$ cat src/rtl/mem_bus_pkg.sv
// mem_bus_pkg: shared definitions for the 6502-style single-port memory bus
// and the mem_copy_master bus initiator.
//   ADDR_W / DATA_W  default bus address and data widths
//   state_t          copy-engine sequencer states
//   RW_READ/RW_WRITE encodings of the bus rW line
package mem_bus_pkg;

    localparam int ADDR_W = 16;
    localparam int DATA_W = 8;

    localparam logic RW_READ  = 1'b1;
    localparam logic RW_WRITE = 1'b0;

    typedef enum logic [1:0] {
        IDLE,
        READ,
        WRITE,
        DONE
    } state_t;

endpackage

$ cat src/rtl/mem_copy_master.sv
// mem_copy_master: byte-serial memory copy engine for the single-port bus.
// On an accepted start it copies len bytes from src to dst using alternating
// READ and WRITE bus cycles, then pulses done for one cycle.
//
// Ports:
//   clk, rst            clock, asynchronous active-high reset
//   start               command strobe (sampled only in IDLE)
//   src, dst, len       command operands, captured on accepted start
//   fill, fill_value    fill-mode select and fill byte, captured on start
//   busy, done          status: busy while not IDLE, done is a 1-cycle pulse
//   mem_addr, mem_rW,
//   mem_wdata           bus outputs (decoded from state/registers only)
//   mem_rdata           bus read data, combinational in the same cycle
//
// Build option: define MEM_COPY_FILL_EN to enable fill mode, where READ
// cycles are skipped and every WRITE drives the captured fill byte. Without
// it the fill inputs are ignored and every command is a copy.
module mem_copy_master
    import mem_bus_pkg::*;
#(
    parameter int ADDR_W = mem_bus_pkg::ADDR_W,
    parameter int DATA_W = mem_bus_pkg::DATA_W,
    parameter int LEN_W  = 16
) (
    input  logic              clk,
    input  logic              rst,
    input  logic              start,
    input  logic [ADDR_W-1:0] src,
    input  logic [ADDR_W-1:0] dst,
    input  logic [LEN_W-1:0]  len,
    input  logic              fill,
    input  logic [DATA_W-1:0] fill_value,
    output logic              busy,
    output logic              done,
    output logic [ADDR_W-1:0] mem_addr,
    output logic              mem_rW,
    output logic [DATA_W-1:0] mem_wdata,
    input  logic [DATA_W-1:0] mem_rdata
);

    state_t            state, state_nxt;
    logic [ADDR_W-1:0] src_ptr, dst_ptr;
    logic [LEN_W-1:0]  remaining;
    logic [DATA_W-1:0] hold;
    logic              fill_mode;

`ifdef MEM_COPY_FILL_EN
    logic fill_mode_q;
    assign fill_mode = fill_mode_q;
`else
    // Fill inputs are part of the interface but have no effect in this build.
    logic unused_fill;
    assign unused_fill = ^{fill, fill_value};
    assign fill_mode   = 1'b0;
`endif

    always_ff @(posedge clk or posedge rst) begin
        if (rst) begin
            state     <= IDLE;
            src_ptr   <= '0;
            dst_ptr   <= '0;
            remaining <= '0;
            hold      <= '0;
`ifdef MEM_COPY_FILL_EN
            fill_mode_q <= 1'b0;
`endif
        end else begin
            state <= state_nxt;
            case (state)
                IDLE: if (start) begin
                    src_ptr   <= src;
                    dst_ptr   <= dst;
                    remaining <= len;
`ifdef MEM_COPY_FILL_EN
                    fill_mode_q <= fill;
                    // In fill mode the hold register simply carries the
                    // fill byte, so WRITE needs no extra data mux.
                    if (fill) hold <= fill_value;
`endif
                end
                READ:  hold <= mem_rdata;
                WRITE: begin
                    src_ptr   <= src_ptr + ADDR_W'(1);
                    dst_ptr   <= dst_ptr + ADDR_W'(1);
                    remaining <= remaining - LEN_W'(1);
                end
                default: ;
            endcase
        end
    end

    always_comb begin
        state_nxt = state;
        case (state)
            IDLE: if (start) begin
                if (len == '0)
                    state_nxt = DONE;
`ifdef MEM_COPY_FILL_EN
                else if (fill)
                    state_nxt = WRITE;
`endif
                else
                    state_nxt = READ;
            end
            READ:  state_nxt = WRITE;
            WRITE: begin
                if (remaining == LEN_W'(1)) state_nxt = DONE;
                else if (fill_mode)         state_nxt = WRITE;
                else                        state_nxt = READ;
            end
            DONE:    state_nxt = IDLE;
            default: state_nxt = IDLE;
        endcase
    end

    // Bus outputs depend only on registered state, never on start, so the
    // write strobe is low only while the state register holds WRITE (and the
    // async reset forces IDLE, keeping rW high during reset).
    always_comb begin
        busy      = (state != IDLE);
        done      = (state == DONE);
        mem_rW    = RW_READ;
        mem_addr  = '0;
        mem_wdata = '0;
        case (state)
            READ:  mem_addr = src_ptr;
            WRITE: begin
                mem_addr  = dst_ptr;
                mem_rW    = RW_WRITE;
                mem_wdata = hold;
            end
            default: ;
        endcase
    end

endmodule

$ cat config.mk
export PLATFORM = sky130hd
export DESIGN_NAME = mem_copy_master
export DESIGN_NICKNAME = d
export VERILOG_FILES = /design/src/rtl/mem_bus_pkg.sv /design/src/rtl/mem_copy_master.sv
export SDC_FILE = /design/constraint.sdc
export NUM_CORES = 1
export LEC_CHECK = 0
export CELL_PAD_IN_SITES_DETAIL_PLACEMENT = 1
export CELL_PAD_IN_SITES_GLOBAL_PLACEMENT = 2
export CORE_MARGIN = 4
export CORE_UTILIZATION = 29
export CTS_CLUSTER_DIAMETER = 80
export DETAILED_ROUTE_END_ITERATION = 10
export PLACE_DENSITY_LB_ADDON = 0.1
export SYNTH_ARGS = -nofsm -noshare
export SYNTH_HDL_FRONTEND = slang
export SYNTH_SLANG_ARGS = --single-unit
$ cat constraint.sdc
create_clock -name clk -period 2.6 [get_ports clk]
set_input_delay 0.65 -clock clk [delete_from_list [all_inputs] [get_ports clk]]
set_output_delay 0.65 -clock clk [all_outputs]
set_load 0.005 [all_outputs]
-- After elaboration in Yosys (flattened, before gate mapping)
Index checks and enable logic that the tools add are counted.
- register bits: 58
- input bits: 68
- output and inout port bits: 27
- logic and storage cells: 31
- add/sub/neg operators: 3
- eq/ne operators: 5
- muxes and demuxes: 13
- reduce and logical (&&, ||, !) cells: 5
- operators by type and width (operator ; count):
    16-bit one-hot mux with 2 select lines ; 4
    16-bit 2-to-1 mux ; 3
    16-bit by 1-bit adder with 16-bit output (second input constant) ; 2
    16-bit by 1-bit == test with 1-bit output (second input constant) ; 1
    16-bit logical NOT ; 1
    16-bit by 1-bit subtractor with 16-bit output (second input constant) ; 1
    8-bit 2-to-1 mux ; 1
    2-bit one-hot mux with 4 select lines ; 1
    2-bit 2-to-1 mux ; 3
    2-bit == test (second input constant) ; 2
    2-bit nonzero test ; 2
    2-bit by 1-bit == test with 1-bit output (second input constant) ; 1
    2-bit logical NOT ; 1
    2-bit != test (second input constant) ; 1
    2-bit AND reduction ; 1
    1-bit 2-to-1 mux ; 1

-- Longest topological paths before layout
- depth after elaboration: 4
- depth in mapped cells: 8
- gate-level depth less buffers: 6

-- Worst setup path after synthesis
No wires, ideal clock.
- kind: register -> output
- from: reg state[0]
- to: out mem_wdata[0]
- arrival time: 1567 ps
- data required time: 1950 ps
- setup slack: 383 ps
- stages on the path, launching flop included: 7
- path buffers: 3
- cell sequence: dfrtp_1 -> inv_1 -> ha_1 -> buf_2 -> buf_1 -> clkbuf_1 -> and2_1
- longest elaborated chain between the ends: 2
- RTL lines (element ; RTL line ; text):
    from (decl) ; mem_copy_master.sv:41 ; state_t state, state_nxt;
    from (signal assigned) ; mem_copy_master.sv:68 ; state <= state_nxt;
    2-bit == test ; mem_copy_master.sv:125 ; case (state)
    8-bit 2-to-1 mux ; mem_copy_master.sv:125 ;
    to (decl) ; mem_copy_master.sv:37 ; output logic [DATA_W-1:0] mem_wdata,
Every way passes these cells.

-- Final worst setup path
- from: reg state[0]
- to: out mem_addr[9]
- longest elaborated chain between the ends: 2
- elaborated cells between the ends (all ways): 3
- classes of those cells: eq/ne: 2; mux: 1
- RTL lines (element ; RTL line ; text):
    2-bit == test or 2-bit by 1-bit == test with 1-bit output (tied branches) ; mem_copy_master.sv:125 ;
    16-bit one-hot mux with 2 select lines * ; mem_copy_master.sv:125 ;
    to (decl) ; mem_copy_master.sv:35 ; output logic [ADDR_W-1:0] mem_addr,
Mark *: on every way between the ends. The rest lies on a longest branch, timed or not.

==> impl_metrics.tcl <==
set metrics [dict create \
    setup_viol 3 \
    yosysTopAreaCell "dfrtp_1" \
    synthDominantCellAreaShare_pct 36.6 \
    fin_skew_ns 0.00486 \
    fin_crit_ns 2.67 \
    violations "negative setup slack" \
    worstSetupStartpoint "state[0]$_DFFE_PP0P_" \
    setup_ws_ns -0.0682 \
    slowest_delay_ns 0.52 \
    syn_area_um2 3960 \
    power_density_nw_per_um2 1320 \
    nFillCells 1544 \
    firstDrtPassIters 4 \
    grt_pass1_wl_um 23700 \
    tritoncts "done" \
    path_max_fanout 5 \
    routed-wl-met2_um 7140 \
    report.final.slew_viol_count 0 \
    tightest_slew_ns 0.647 \
    routabilityCongestion 0.796 \
    r2r_start "state[1]$_DFFE_PP0P_" \
    synthTopCellsByCount "64 x a21oi_1, 58 x dfrtp_1, 38 x nand2_1" \
    clock_latency_ns 0.34 \
    antenna_found_initial 0 \
    drv_cap 0 \
    grt_max_degree 59 \
    cp.required_ns 1.95 \
    die-height_um 125 \
    end_kind "output port" \
    syn_area_per_cell_um2 8.30 \
    ios 95 \
    top_layer_used "met4" \
    drcViolationCount 0 \
    grt_util_all_layers_pct 18.8 \
    synth_nets 553 \
    path_clk_slew_ns 0.06 \
    ys_warn_count 0 \
    cp_cell_sequence "inv_4 > ha_4 > buf_4 > nand2_2 > a21boi_2 > clkdlybuf4s50_1" \
    routedWlPerCell_um 19.1 \
    cellLeakagePower_nw 2.35 \
    clock_sinks 58 \
    ys_seq_elements 58 \
    synth_edf_count 0 \
    io_buffers 85 \
    ys.flop_type "dfrtp_1" \
    fin_nets 642 \
    dp_hpwl_um 10200 \
    cts.path.max_buffers 2 \
    rsz0062_at_grt "yes" \
    period_share_pct 103 \
    crit_type "reg -> out" \
    core-area_um2 13300 \
    start_util_pct 29.8 \
    critPathBufInv 3 \
    drtIter0Drc 158 \
    fin_util_pct 42.0 \
    maxSlewHeadroom_pct 56.6 \
    power_mw 7.36 \
    pre_cts_slack_ns 0.0631 \
    met1_length_um 6410 \
    cp_top_family "buffers and inverters" \
    critPathLaunchType "flop" \
    synthCells 477 \
    root_buffer "clkbuf_16" \
    cts_hold_buf 0 \
    arrival_ns 2.02 \
    final_hold_viol_count 0 \
    cts_buffers 9 \
    min_from "hold[0]$_DFFE_PP0P_" \
    async_flop_share_pct 100 \
    wl_um 14300 \
    yosysUniqueCellTypes 50 \
    drive_gt1_share_pct 14.4 \
    synthTopCellsByArea "dfrtp_1 37%, a21oi_1 8.1%, mux2i_1 4.0%" \
    via_count 4081 \
    area_delta_synth_final_pct 41.1 \
    cts.htree.levels 3 \
    vdd_drop_max_mv 0.397 \
    dieWidth_um 125 \
    grt.overflow.total 0 \
    critPathSlowestCell "clkdlybuf4s50_1" \
    drtAntennaViolNets 0 \
    status "finished with violations" \
    n_antenna_cell 0 \
    viasPerCell 5.46 \
    rows 42 \
    yosysMostFrequentCell "a21oi_1" \
    wl_met3_um 473 \
    grt_pass1_vias 4391 \
    timing.fmax_mhz 375 \
    die-area_um2 15600 \
    synth-seq-area-share_pct 36.6 \
    hold_path_class "reg -> reg" \
]
==> state kept, by name, summed over array words and instances, names as in the netlist <==
| signal | count |
|---|---|
| state | 2 |
| hold | 8 |
| dst_ptr | 16 |
| remaining | 16 |
| src_ptr | 16 |
==> per-stage QoR <==
step           instance area (um2)  hold WS (ns)  TNS [ns]  instances
2_1_floorplan                 3960         0.472         0        477
3_3_place_gp                  5100         0.481         0        725
3_5_place_dp                  5100         0.492         0        725
4_1_cts                       5550         0.505    -0.337        746
5_1_grt                       5590         0.523    -0.291        747
6_report                      5590         0.498   -0.0818        747
==> metal layers <==
metal / track usage (%) / vias to the layer above
li1: - / 1967
met3: 3.17 / 18
met4: 6.57 / 0
met1: 23.6 / 2018
met5: 0 / -
met2: 32.4 / 78
==> report_power, final <==
part | internal (mW) | switching [mW]
registers | 1.37 | 0.663
logic | 1.83 | 2.06
clock network | 0.985 | 0.454
==> worst reg2reg max path: cells and delay by family (launching register included) <==
| family | cells | cell delay, ns |
|---|---|---|
| fa+ha+maj | 1 | 0.19 |
| mux | 1 | 0.32 |
| simple gates | 1 | 0.36 |
| buf+inv | 4 | 0.65 |
| compound gates | 2 | 0.42 |
| flops | 1 | 0.39 |
==> layout by cell type (no fill, tap or decap), types with 4 or more instances in the layout <==
cell type        instances
nor3_1                   7
clkbuf_16                9
inv_1                   17
and3_1                   5
buf_4                   24
nor2b_1                 13
nor2_1                  23
o41ai_1                  4
mux2i_1                 16
a22oi_1                 12
nor4_1                   8
nand3_1                 27
nand2b_1                 4
ha_1                     5
a31oi_1                  7
buf_12                   4
nand4_1                 11
o32ai_1                  7
o22ai_1                 25
mux2_2                  11
dfrtp_1                 57
and2_1                   8
clkdlybuf4s50_1         64
o21ai_0                 21
dlygate4sd2_1           13
dlymetal6s2s_1           8
a21oi_1                 64
nand2_1                 36
o31ai_1                  5
==> kinds of logic after synthesis <==
group	share of synthesized area, %
muxes	7.17
AOI/OAI and AO/OA	24.7
adders and majority gates	2.53
DFF	36.6
buffers and inverters	5.97
and+or+nand+nor	23.0
==> final cells by class <==
class	instances	area (um2)	share of cell area (%)
repair buffers	116	1150	20.6
multi-input cells	361	2330	41.8
flip-flops and latches	58	1450	26.0
well taps	176	220	3.94
inverters	20	77.6	1.39
clock inverters	5	100	1.79
clock buffers	11	253	4.52
==> repair_timing <==
action | in CTS | in global routing
setup buffers | 6 | 1
setup endpoints to repair | 25 | 5
pin swaps | 2 | 2
resized for setup | 32 | 11
==> worst paths after layout <==
path                       slack, ns  depth (start not counted)                       to
setup reg to reg                0.19                          9  src_ptr[12]$_DFFE_PP0P_
min in group asynchronous       0.69                          3   src_ptr[3]$_DFFE_PP0P_
hold / removal                  0.50                          1      hold[0]$_DFFE_PP0P_
setup / recovery               -0.07                          6              mem_addr[9]
max in group asynchronous       1.62                          3     state[0]$_DFFE_PP0P_
hold reg to reg                 0.50                          1      hold[0]$_DFFE_PP0P_
No activity file was read; power rests on OpenSTA's default activity.
